File: config.mk
export PLATFORM = sky130hd
export DESIGN_NAME = johnson_phase_decoder
export DESIGN_NICKNAME = d
export VERILOG_FILES = /design/src/rtl/johnson_phase_decoder.sv
export SDC_FILE = /design/constraint.sdc
export NUM_CORES = 1
export LEC_CHECK = 0
export BUFFER_PORTS_ARGS = -buffer_cell sky130_fd_sc_hd__buf_2
export CAP_MARGIN = 0
export CORE_UTILIZATION = 57
export DETAILED_ROUTE_END_ITERATION = 8
export PLACE_DENSITY = 0.8
export SKIP_LAST_GASP = 1
export SYNTH_ARGS = -nofsm -noshare
export SYNTH_HDL_FRONTEND = slang
export SYNTH_SLANG_ARGS = --single-unit
File: constraint.sdc
create_clock -name clk -period 2.8 [get_ports clk]
set_input_delay 0.28 -clock clk [delete_from_list [all_inputs] [get_ports clk]]
set_output_delay 0.28 -clock clk [all_outputs]
set_load 0.05 [all_outputs]
File: src/rtl/johnson_phase_decoder.sv
// Decodes a Johnson ring code into a one-hot phase and an index, tracks lock to the ring, and counts wraps/errors.
// Optional build macro JPD_STRICT_STEP_EN: a repeated code (HOLD) is treated as a sequence violation.
module johnson_phase_decoder #(
  parameter int WIDTH  = 4,
  parameter int LOCK_N = 2,
  parameter int CNT_W  = 8
) (
  input  logic                          clk,
  input  logic                          reset,
  input  logic [WIDTH-1:0]              jc_in,
  input  logic                          clr_err,
  output logic [2*WIDTH-1:0]            phase,
  output logic [$clog2(2*WIDTH)-1:0]    phase_idx,
  output logic                          valid,
  output logic                          locked,
  output logic                          wrap,
  output logic                          step_err,
  output logic [CNT_W-1:0]              cycle_cnt,
  output logic [CNT_W-1:0]              err_cnt
);
  localparam int NPH   = 2*WIDTH;
  localparam int IDX_W = $clog2(NPH);
  localparam int SC_W  = 4;
`ifdef JPD_STRICT_STEP_EN
  localparam bit STRICT = 1'b1;
`else
  localparam bit STRICT = 1'b0;
`endif

  typedef enum logic [1:0] {SEARCH, LOCKING, LOCKED} state_t;

  state_t           state, state_n;
  logic [IDX_W-1:0] prev_idx, prev_n, idx, adv_idx;
  logic [SC_W-1:0]  step_cnt, step_n;
  logic [WIDTH-1:0] lo_mask, hi_mask;
  logic [NPH-1:0]   phase_n;
  logic             legal, is_adv, is_hold, is_bad, wrap_n, err_n;
  int               pc;

  // A legal code is a thermometer anchored at the LSB (MSB=0) or at the MSB (MSB=1).
  always_comb begin
    pc      = 0;
    lo_mask = '0;
    hi_mask = '0;
    for (int i = 0; i < WIDTH; i++) if (jc_in[i]) pc++;
    for (int i = 0; i < WIDTH; i++) begin
      lo_mask[i] = (i < pc);
      hi_mask[i] = (i >= WIDTH - pc);
    end
    legal = jc_in[WIDTH-1] ? (jc_in == hi_mask) : (jc_in == lo_mask);
    idx   = '0;
    if (legal) idx = jc_in[WIDTH-1] ? IDX_W'(NPH - pc) : IDX_W'(pc);
    phase_n = '0;
    if (legal) phase_n[idx] = 1'b1;
  end

  assign adv_idx = (prev_idx == IDX_W'(NPH-1)) ? '0 : prev_idx + IDX_W'(1);
  assign is_adv  = legal && (idx == adv_idx);
  assign is_hold = legal && (idx == prev_idx) && !STRICT;
  assign is_bad  = legal && !is_adv && !is_hold;

  always_comb begin
    state_n = state;
    prev_n  = prev_idx;
    step_n  = step_cnt;
    wrap_n  = 1'b0;
    err_n   = 1'b0;
    if (legal) prev_n = idx;
    case (state)
      SEARCH: begin
        if (legal) begin
          step_n  = '0;
          state_n = LOCKING;
        end
      end
      LOCKING: begin
        if (!legal) state_n = SEARCH;
        else if (is_adv) begin
          step_n = step_cnt + SC_W'(1);
          if (step_n == SC_W'(LOCK_N)) state_n = LOCKED;
        end else if (is_bad) step_n = '0;
      end
      LOCKED: begin
        if (!legal) begin
          err_n   = 1'b1;
          state_n = SEARCH;
        end else if (is_adv) wrap_n = (prev_idx == IDX_W'(NPH-1));
        else if (is_bad) begin
          err_n   = 1'b1;
          step_n  = '0;
          state_n = LOCKING;
        end
      end
      default: state_n = SEARCH;
    endcase
  end

  always_ff @(posedge clk or negedge reset) begin
    if (!reset) begin
      state    <= SEARCH;
      prev_idx <= '0;
      step_cnt <= '0;
    end else begin
      state    <= state_n;
      prev_idx <= prev_n;
      step_cnt <= step_n;
    end
  end

  always_ff @(posedge clk or negedge reset) begin
    if (!reset) begin
      phase     <= '0;
      phase_idx <= '0;
      valid     <= 1'b0;
      wrap      <= 1'b0;
      step_err  <= 1'b0;
      cycle_cnt <= '0;
      err_cnt   <= '0;
    end else begin
      phase     <= phase_n;
      phase_idx <= idx;
      valid     <= legal;
      wrap      <= wrap_n;
      step_err  <= err_n;
      if (wrap_n && cycle_cnt != '1) cycle_cnt <= cycle_cnt + CNT_W'(1);
      // A clear coinciding with a new error leaves exactly that error counted.
      if (clr_err) err_cnt <= err_n ? CNT_W'(1) : '0;
      else if (err_n && err_cnt != '1) err_cnt <= err_cnt + CNT_W'(1);
    end
  end

  assign locked = (state == LOCKED);
endmodule

==> flow_summary_export.csv, run 1 <==
group,metric,value,unit
finish,fin_cells,409,
logic_synthesis,synth_area,2587,µm²
critical_path,rrSetupSlack,0.10,ns
clock_network,path_clk_slew,0.08,ns
run_status,outcome,"complete, but fails checks",
global_routing,grt_pass1_wl,11870,µm
finish,diodes,0,
logic_synthesis,ys_seq_elements,39,
run,drv_cap,0,
pwr,leakagePower,1.749,nW
logic_synthesis,syn_nets,291,
pwr,pwr-share-clk,0.243,
global_routing,grt_max_degree,40,
floorplanning,rows,24,
run_status,violations,"setup timing",
clock_network,clockRootBuffer,"clkbuf_8",
global_routing,grt_pass1_vias,2483,
logic_synthesis,yosys_warnings,0,
place,dpl_cell_area,3241,µm²
critical_path,end_kind,"register",
clock_network,cts_max_level,2,
sta,timing.setup.tns,-7.762,ns
worst_hold_path,hp-class,"input port to async pin",
route,remaining_drc_errors,0,
route,dr.pass1.iters,5,
sta,hold_ws,0.08170,ns
finish,drive_gt1_frac,0.4678,
global_routing,grt_use_met3,0.04797,
clock_network,cts_tree,"done",
sta,period_needed,3.155,ns
logic_synthesis,netlist-cell-type-count,60,
logic_synthesis,synth-edff-count,0,
pwr,finalPower,2.353,mW
route,ant_nets,0,
floorplanning,die_width,69.38,µm
sta,max_freq,316.9,MHz
critical_path,crit_fanout,8,
pwr,power.share.switching,0.3749,
global_routing,grt-ovfl-total,0,
route,drt_wl_total,8097,µm
logic_synthesis,synth.avg_cell_area,9.764,µm²
floorplanning,core_region_area,4354,µm²
global_routing,grt-busiest-layer,"met2",
logic_synthesis,synthArstFlopShare,1.000,
clock_network,clockBufferDepth,2,
place,place_hpwl,4485,µm
sta,fin_worst_skew,0.008374,ns
clock_network,clock_sinks,39,
finish,final_util,0.8649,
logic_synthesis,yosysSeqAreaShare,0.3772,
sta,worst_pin_slew,0.8434,ns
critical_path,cp.arrival,3.34,ns
pwr,p_switching,0.8823,mW
place,dp.cells,390,
finish,synthToLayoutAreaGrowth,45.55,%
floorplanning,die_area,4813,µm²
finish,fin_nets,382,
logic_synthesis,synth_cells,265,
sta,rsz0062_at_grt,"true",
place,io_buffers,37,
global_routing,grt_use_met2,0.5405,
pwr,p_comb_frac,0.483,
clock_network,hold_buffers,0,
global_routing,grt_usage,0.3105,
place,place.gp.congestion,0.9257,
sta,fin_crit_sh,1.127,
route,vias,2603,
clock_network,insertion_delay,0.30,ns
pwr,p_int,1.471,mW
pwr,powerDensity,624.9,nW/µm²
global_routing,met1_usage,0.3764,
global_routing,grt_antenna_before_repair,0,
sta,finalHoldViolations,0,
sta,drv_slew,0,
logic_synthesis,ys.flop_type,"dfrtp_1",
sta,slew_headroom,0.4377,
route,wl_per_cell,19.80,µm
sta,final-setup-viol-count,38,
clock_network,cts_made_buffers,5,
pwr,p_seq_frac,0.274,
route,viasPerCell,6.364,
critical_path,crit_type,"input port to register",
critical_path,required,2.98,ns
sta,timing.final.ws_setup,-0.3551,ns
place,pre_cts_ws,-0.7831,ns
floorplanning,dieHeight,69.38,µm
floorplanning,start_util,0.5943,
finish,finalInstanceArea,3766,µm²
critical_path,start_kind,"input port",
floorplanning,pin_count,38,
route,drt_iter0_drc,256,
pwr,peakVddDrop,0.0003550,V
[critical path: stages]
cell,delay (ns)
buf_8,0.09
inv_6,0.03
ha_4,0.25
xnor2_4,0.17
inv_2,0.07
ha_4,0.27
inv_2,0.03
a311oi_2,0.22
nand2_1,0.09
ha_2,0.19
and4b_1,0.20
o21ai_2,0.14
nor4b_4,0.33
o31ai_4,0.15
o311ai_4,0.35
buf_6,0.18
mux2i_1,0.21
nor2_1,0.07
[cell usage after synthesis, drive strengths merged (2+ instances only)]
cell type   n  area [µm²]
a21o        4       30.03
a21oi      10       53.80
a221oi      4       35.03
a311oi      2       23.77
a31oi       3       18.77
and2        2       12.51
and3        3       23.77
and4b       2       20.02
buf         9       65.06
dfrtp      39       975.9
ha         19       237.7
inv        21       78.82
mux2i       3       30.03
nand2      16       62.56
nand2b      3       18.77
nand3      10       55.05
nand4      11       68.82
nor2       17       63.81
nor3       10       50.05
nor4        3       25.02
o211ai      4       30.03
o21a        5       37.54
o21ai      11       62.56
o31a        2       18.77
o31ai       4       43.79
or2         2       12.51
or3         6       37.54
or4         2       15.01
xnor2      18       172.7
xor2        4       35.03
[flip-flops by register name (all words and copies together), names as in the netlist]
register	flops
step_err	1
err_cnt	8
cycle_cnt	8
phase_idx	3
state	2
prev_idx	3
phase	8
step_cnt	4
valid	1
wrap	1
[cells in the final DEF (no fill, tap or decap), types with 4 or more instances in the layout]
| cell type | n |
|---|---|
| buf_4 | 48 |
| nand4_1 | 11 |
| or3_1 | 5 |
| nor2_1 | 8 |
| xnor2_1 | 14 |
| nor3_1 | 4 |
| ha_1 | 15 |
| nor2_2 | 5 |
| a21oi_1 | 7 |
| nor3_4 | 4 |
| o21ai_2 | 5 |
| inv_1 | 15 |
| buf_6 | 7 |
| buf_2 | 35 |
| clkbuf_8 | 5 |
| o211ai_1 | 4 |
| nand3_1 | 8 |
| o21ai_0 | 6 |
| nor2_4 | 4 |
| a21o_1 | 4 |
| dfrtp_1 | 39 |
| nand2_1 | 12 |
| o21a_1 | 5 |
[power groups by stage]
stage / logic (mW) / clock network [mW] / registers (mW)
4_1_cts: 1.01 / 0.556 / 0.643
3_5_place_dp: 0.897 / 0 / 0.652
5_1_grt: 1.20 / 0.589 / 0.646
2_1_floorplan: 0.576 / 0 / 0.681
3_3_place_gp: 0.876 / 0 / 0.650
6_report: 1.14 / 0.572 / 0.644
[cell type report]
class,count,area (µm²)
clock inverter,2,60.06
inverter,21,101.3
multi-input combinational,196,1822
tap,52,65.06
timing repair buffer,93,669.4
clock buffer,6,72.57
sequential,39,975.9
fill,202,588.1
[per-layer routing]
metal,vias to the layer above,routed length (µm)
met1,1261,3162
met4,0,367
met5,-,0
met2,166,4065
li1,1134,-
met3,42,501
[cells by family after synthesis]
logic type | synth area share
buffers and inverters | 0.05561
AND/OR/NAND/NOR | 0.1978
flip-flops | 0.3772
multiplexers | 0.01596
XOR/XNOR | 0.08897
other | 0.001449
AO/OA/AOI/OAI | 0.1712
adder cells (fa/ha/maj) | 0.09188
[path summary, 6_finish.rpt]
path / start / endpoint / depth (start not counted)
worst max-delay path: jc_in[0] / err_cnt[1] / 18
worst min-delay path: reset / phase[4] / 1
worst max register to register: prev_idx[0] / err_cnt[2] / 9
worst min register to register: cycle_cnt[4] / cycle_cnt[4] / 1
max in group asynchronous: reset / state[1] / 1
min in group clk: clr_err / err_cnt[5] / 2
[timing repair]
action | 4_1_cts | 5_1_grt
endpoints found under the setup margin | 39 | 39
cloned | 0 | 0
setup buffers | 7 | 4
pin swaps | 26 | 24
gates resized for setup | 38 | 30
Power figures use the tool's default switching activity.
==> inputs of run 2 (changes only) <==
clock period = 3.1 ns   (was 2.8 ns; I/O delays follow)
==> run 2 against run 1 <==
The run still ends with setup timing left; via count is 8.8% lower; clock power fell by 13%; global-route usage fell by 4.3 points; cell count decreased by 2.0%; core utilization shrank 6.0 points; hold slack better by 0.041 ns; setup slack better by 0.25 ns; total power down 15%; sequential share of layout area up 1.9 points; flip-flop and latch count unchanged; critical path type unchanged.
==> flow_summary_export.csv, run 2 (synthesis gave the netlist of run 1 again) <==
group,metric,value,unit
run_status,outcome,"complete, but fails checks",
run_status,violations,"setup timing",
critical_path,start_kind,"input port",
critical_path,r2r_cells,9,
sta,timing.final.ws_setup,-0.1084,ns
global_routing,grt-ovfl-total,0,
floorplanning,die_width,69.38,µm
route,drt_iter0_drc,156,
global_routing,grt_pass1_vias,2298,
route,remaining_drc_errors,0,
finish,diodes,0,
finish,reg_top3,"cycle_cnt x8, err_cnt x8, phase x8",
critical_path,slowest_delay,0.35,ns
floorplanning,dieHeight,69.38,µm
finish,final_util,0.8052,
critical_path,crit_start,"jc_in[0]",
critical_path,rrSetupSlack,0.43,ns
clock_network,hold_buffers,0,
finish,mostFrequentLayoutCell,"buf_4",
floorplanning,pin_count,38,
pwr,leakagePower,1.661,nW
sta,fin_worst_skew,0.004487,ns
critical_path,end_kind,"register",
clock_network,path_clk_slew,0.08,ns
sta,period_needed,3.208,ns
global_routing,grt_antenna_before_repair,0,
critical_path,crit_fanout,6,
clock_network,clockBufferDepth,2,
critical_path,crit_type,"input port to register",
finish,synthToLayoutAreaGrowth,35.49,%
sta,max_freq,311.7,MHz
finish,final_cell_mix,"buf_4 (46), dfrtp_1 (39), buf_2 (35)",
floorplanning,core_region_area,4354,µm²
pwr,powerDensity,571.0,nW/µm²
sta,rsz0062_at_grt,"true",
pwr,finalPower,2.002,mW
floorplanning,rows,24,
route,dr.pass1.iters,5,
floorplanning,start_util,0.5943,
clock_network,cts_max_level,2,
sta,worst_pin_slew,0.8443,ns
worst_hold_path,hp-class,"input port to async pin",
clock_network,clockRootBuffer,"clkbuf_8",
global_routing,grt_max_degree,40,
pwr,peakVddDrop,0.0002992,V
critical_path,reg2reg_from,"prev_idx[1]",
global_routing,grt_pass1_wl,10390,µm
critical_path,cp.arrival,3.37,ns
place,io_buffers,37,
finish,finalInstanceArea,3506,µm²
finish,fin_nets,374,
clock_network,cts_tree,"done",
finish,drive_gt1_frac,0.4069,
sta,finalHoldViolations,0,
route,wl_per_cell,16.29,µm
route,ant_nets,0,
sta,final-setup-viol-count,17,
critical_path,path_cells,"buf_8 -> inv_4 -> ha_4 -> xnor2_4 -> inv_2 -> ha_4 -> inv_2 -> a311oi_2 -> nand2_1 -> ha_2 -> and4b_1 -> o21ai_1 -> nor4b_4 -> o31a_2 -> nand4_1 -> a221oi_4 -> mux2i_1",
floorplanning,die_area,4813,µm²
place,place_hpwl,4500,µm
route,vias,2374,
route,viasPerCell,5.920,
global_routing,grt_usage,0.2673,
clock_network,cts_made_buffers,5,
critical_path,cp_slowest_cell,"a221oi_4",
critical_path,required,3.26,ns
sta,slew_headroom,0.4372,
place,place.gp.congestion,0.9568,
clock_network,insertion_delay,0.29,ns
place,dpl_cell_area,3238,µm²
route,drt_wl_total,6532,µm
clock_network,clock_sinks,39,
run,drv_cap,0,
sta,fin_crit_sh,1.035,
sta,drv_slew,0,
run 2: worst max-delay path, delay by kind of cell:
kind	cells	cell delay (ns)
XOR/XNOR	1	0.17
buffers and inverters	4	0.26
multiplexers	1	0.12
AND/OR/NAND/NOR	4	0.80
adder cells (fa/ha/maj)	3	0.68
AO/OA/AOI/OAI	4	1.02
run 2: area by class of cell:
class                           instances  area (µm²)
Clock buffer                            6       72.57
Sequential cell                        39       975.9
Clock inverter                          2       60.06
Tap cell                               52       65.06
Inverter                               21       93.84
Fill cell                             265       848.3
Multi-Input combinational cell        196        1657
Timing Repair Buffer                   85       581.8
run 2: final timing paths:
| path | end |
|---|---|
| worst min register to register | cycle_cnt[4] |
| worst min-delay path | phase[7] |
| max in group asynchronous | cycle_cnt[0] |
| min in group clk | err_cnt[7] |
| worst max-delay path | step_cnt[0] |
| worst max register to register | err_cnt[7] |
run 2: timing repair:
action,4_1_cts,5_1_grt
endpoints found under the setup margin,33,30
pin swaps,11,6
resized for setup,13,14
buffers inserted,3,1
run 2: power breakdown:
part	total [mW]	internal (mW)	switching, mW
clock	0.498	0.322	0.176
sequential	0.578	0.542	0.0360
combinational	0.925	0.436	0.489
total	2.00	1.30	0.701
run 2: stage by stage:
step	setup TNS, ns	hold slack, ns	std cells	setup slack (ns)
2_1_floorplan	-2.290	0.01441	265	-0.2293
5_1_grt	-5.348	0.1959	401	-0.3064
6_report	-1.002	0.1227	401	-0.1084
4_1_cts	-0.2447	0.1419	400	-0.04257
3_3_place_gp	-13.10	0.4461	389	-0.4835
3_5_place_dp	-16.12	0.4565	389	-0.5948
run 2: per-layer routing:
metal / GRT usage / vias to the layer above / part of all wire
li1: - / 1124 / -
met1: 0.3419 / 1142 / 0.42
met2: 0.4563 / 83 / 0.51
met3: 0.03779 / 25 / 0.036
met4: 0.1043 / 0 / 0.030
met5: 0 / - / 0
==> inputs of run 3 (changes only) <==
CORE_UTILIZATION = 35   (was 57)
PLACE_DENSITY = unset   (was 0.8)
TNS_END_PERCENT = 30   (was unset)
==> run 3 against run 2 <==
The run still ends with setup timing left; clock-buffer cell count shrank 1; routed wire length shrank 14%; clock power shrank 15%; non-clock buffer count grew 2; critical endpoint is now err_cnt[7]; first-iteration DRC count shrank 28%; die area grew 61%.
==> flow_summary_export.csv, run 3 (synthesis gave the netlist of run 1 again) <==
group,metric,value,unit
run_status,outcome,"complete, but fails checks",
run_status,violations,"setup timing",
sta,timing.final.ws_setup,-0.003562,ns
route,remaining_drc_errors,0,
finish,reg_top3,"cycle_cnt x8, err_cnt x8, phase x8",
critical_path,required,3.32,ns
route,viasPerCell,4.960,
route,vias,2217,
finish,synthToLayoutAreaGrowth,36.80,%
sta,final-setup-viol-count,1,
floorplanning,start_util,0.3706,
route,wl_per_cell,12.57,µm
clock_network,hold_buffers,0,
sta,rsz0062_at_grt,"true",
clock_network,clockRootBuffer,"clkbuf_8",
floorplanning,dieHeight,87.98,µm
worst_hold_path,hp-class,"input port to async pin",
clock_network,cts_max_level,2,
place,dpl_cell_area,3331,µm²
global_routing,grt_antenna_before_repair,0,
critical_path,crit_fanout,14,
critical_path,end_kind,"register",
floorplanning,rows,30,
place,place_hpwl,4502,µm
clock_network,clock_sinks,39,
run,drv_cap,0,
clock_network,clockBufferDepth,2,
critical_path,reg2reg_from,"prev_idx[0]",
route,ant_nets,0,
route,dr.pass1.iters,4,
sta,timing.setup.tns,-0.003562,ns
critical_path,crit_type,"input port to register",
critical_path,cp.arrival,3.33,ns
pwr,leakagePower,1.664,nW
finish,mostFrequentLayoutCell,"buf_4",
sta,period_needed,3.104,ns
finish,final_cell_mix,"buf_4 (48), dfrtp_1 (39), buf_2 (35)",
sta,fin_crit_sh,1.001,
pwr,powerDensity,530.5,nW/µm²
global_routing,grt_usage,0.1666,
sta,max_freq,322.2,MHz
finish,diodes,0,
global_routing,grt-ovfl-total,0,
critical_path,start_kind,"input port",
floorplanning,pin_count,38,
floorplanning,die_width,87.98,µm
global_routing,grt_pass1_wl,10030,µm
sta,drv_slew,0,
finish,nFillCells,676,
global_routing,grt_pass1_vias,2169,
clock_network,cts_made_buffers,5,
floorplanning,core_region_area,6982,µm²
place,place.gp.congestion,0.8371,
floorplanning,die_area,7740,µm²
route,drt_iter0_drc,112,
clock_network,path_clk_slew,0.08,ns
clock_network,cts_tree,"done",
finish,fin_nets,376,
sta,worst_pin_slew,0.8351,ns
place,io_buffers,37,
sta,finalHoldViolations,0,
sta,fin_worst_skew,0.004666,ns
finish,finalInstanceArea,3540,µm²
sta,slew_headroom,0.4433,
finish,drive_gt1_frac,0.3960,
critical_path,crit_start,"jc_in[1]",
route,drt_wl_total,5621,µm
global_routing,grt_max_degree,40,
pwr,peakVddDrop,0.0002764,V
clock_network,insertion_delay,0.29,ns
-- run 3: cell types whose count changed in the layout (fill, tap and decap cells not counted), sizes merged --
cell    previous run  this run
buf               85        87
bufinv             2         1
clkbuf             6         5
clkinv             0         2
-- run 3: power breakdown --
part | internal, mW | switching, mW
Combinational | 0.432 | 0.443
Sequential | 0.542 | 0.0352
Clock | 0.240 | 0.185
-- run 3: final timing paths --
path	to	slack (ns)	depth (start not counted)
max in group asynchronous	cycle_cnt[0]	2.46	1
setup reg to reg	err_cnt[7]	0.51	9
min in group clk	err_cnt[3]	0.27	2
setup / recovery	err_cnt[7]	-0.004	16
hold reg to reg	cycle_cnt[4]	0.49	1
hold / removal	err_cnt[4]	0.11	1
-- run 3: area by class of cell --
class / instances / area (µm²) / share of cell area
Timing Repair Buffer: 87 / 601.8 / 0.1700
Clock inverter: 3 / 43.79 / 0.01237
Multi-Input combinational cell: 196 / 1633 / 0.4613
Clock buffer: 5 / 68.82 / 0.01944
Tap cell: 96 / 120.1 / 0.03393
Inverter: 21 / 96.34 / 0.02722
Sequential cell: 39 / 975.9 / 0.2757
-- run 3: critical path, cell delays in order --
cell and delay, ns:
buf_12 0.09, inv_12 0.03, ha_4 0.15, and2_1 0.15, nor2_2 0.17, ha_4 0.24
a21o_1 0.22, ha_1 0.34, nor2_1 0.18, o21a_1 0.15, a21oi_2 0.10, o31ai_4 0.36
o311ai_4 0.14, buf_12 0.18, or4_1 0.39, a21oi_1 0.13
-- run 3: layer usage --
metal / part of all wire / wire length (µm) / up-vias / global-route usage
li1: - / - / 1126 / -
met1: 0.48 / 2689 / 1040 / 0.2224
met2: 0.47 / 2656 / 45 / 0.2763
met3: 0.035 / 196 / 6 / 0.02545
met4: 0.014 / 79 / 0 / 0.05365
met5: 0 / 0 / - / 0
-- run 3: through the flow --
stage	total power, mW	worst slack, ns	cells	utilization	hold slack [ns]
6_report	1.878	-0.003562	447	0.5070	0.1121
4_1_cts	1.865	-0.007700	446	0.5011	0.1398
3_5_place_dp	1.425	-0.5407	438	0.4771	0.4713
3_3_place_gp	1.408	-0.4877	438	0.4771	0.4664
5_1_grt	2.005	-0.2376	447	0.5070	0.1974
2_1_floorplan	1.132	-0.2293	265	-	0.01441
-- run 3: what timing repair did --
item	CTS	global route
endpoints found under the setup margin	29	34
pin swaps	11	4
setup buffers	0	1
gates resized for setup	14	10
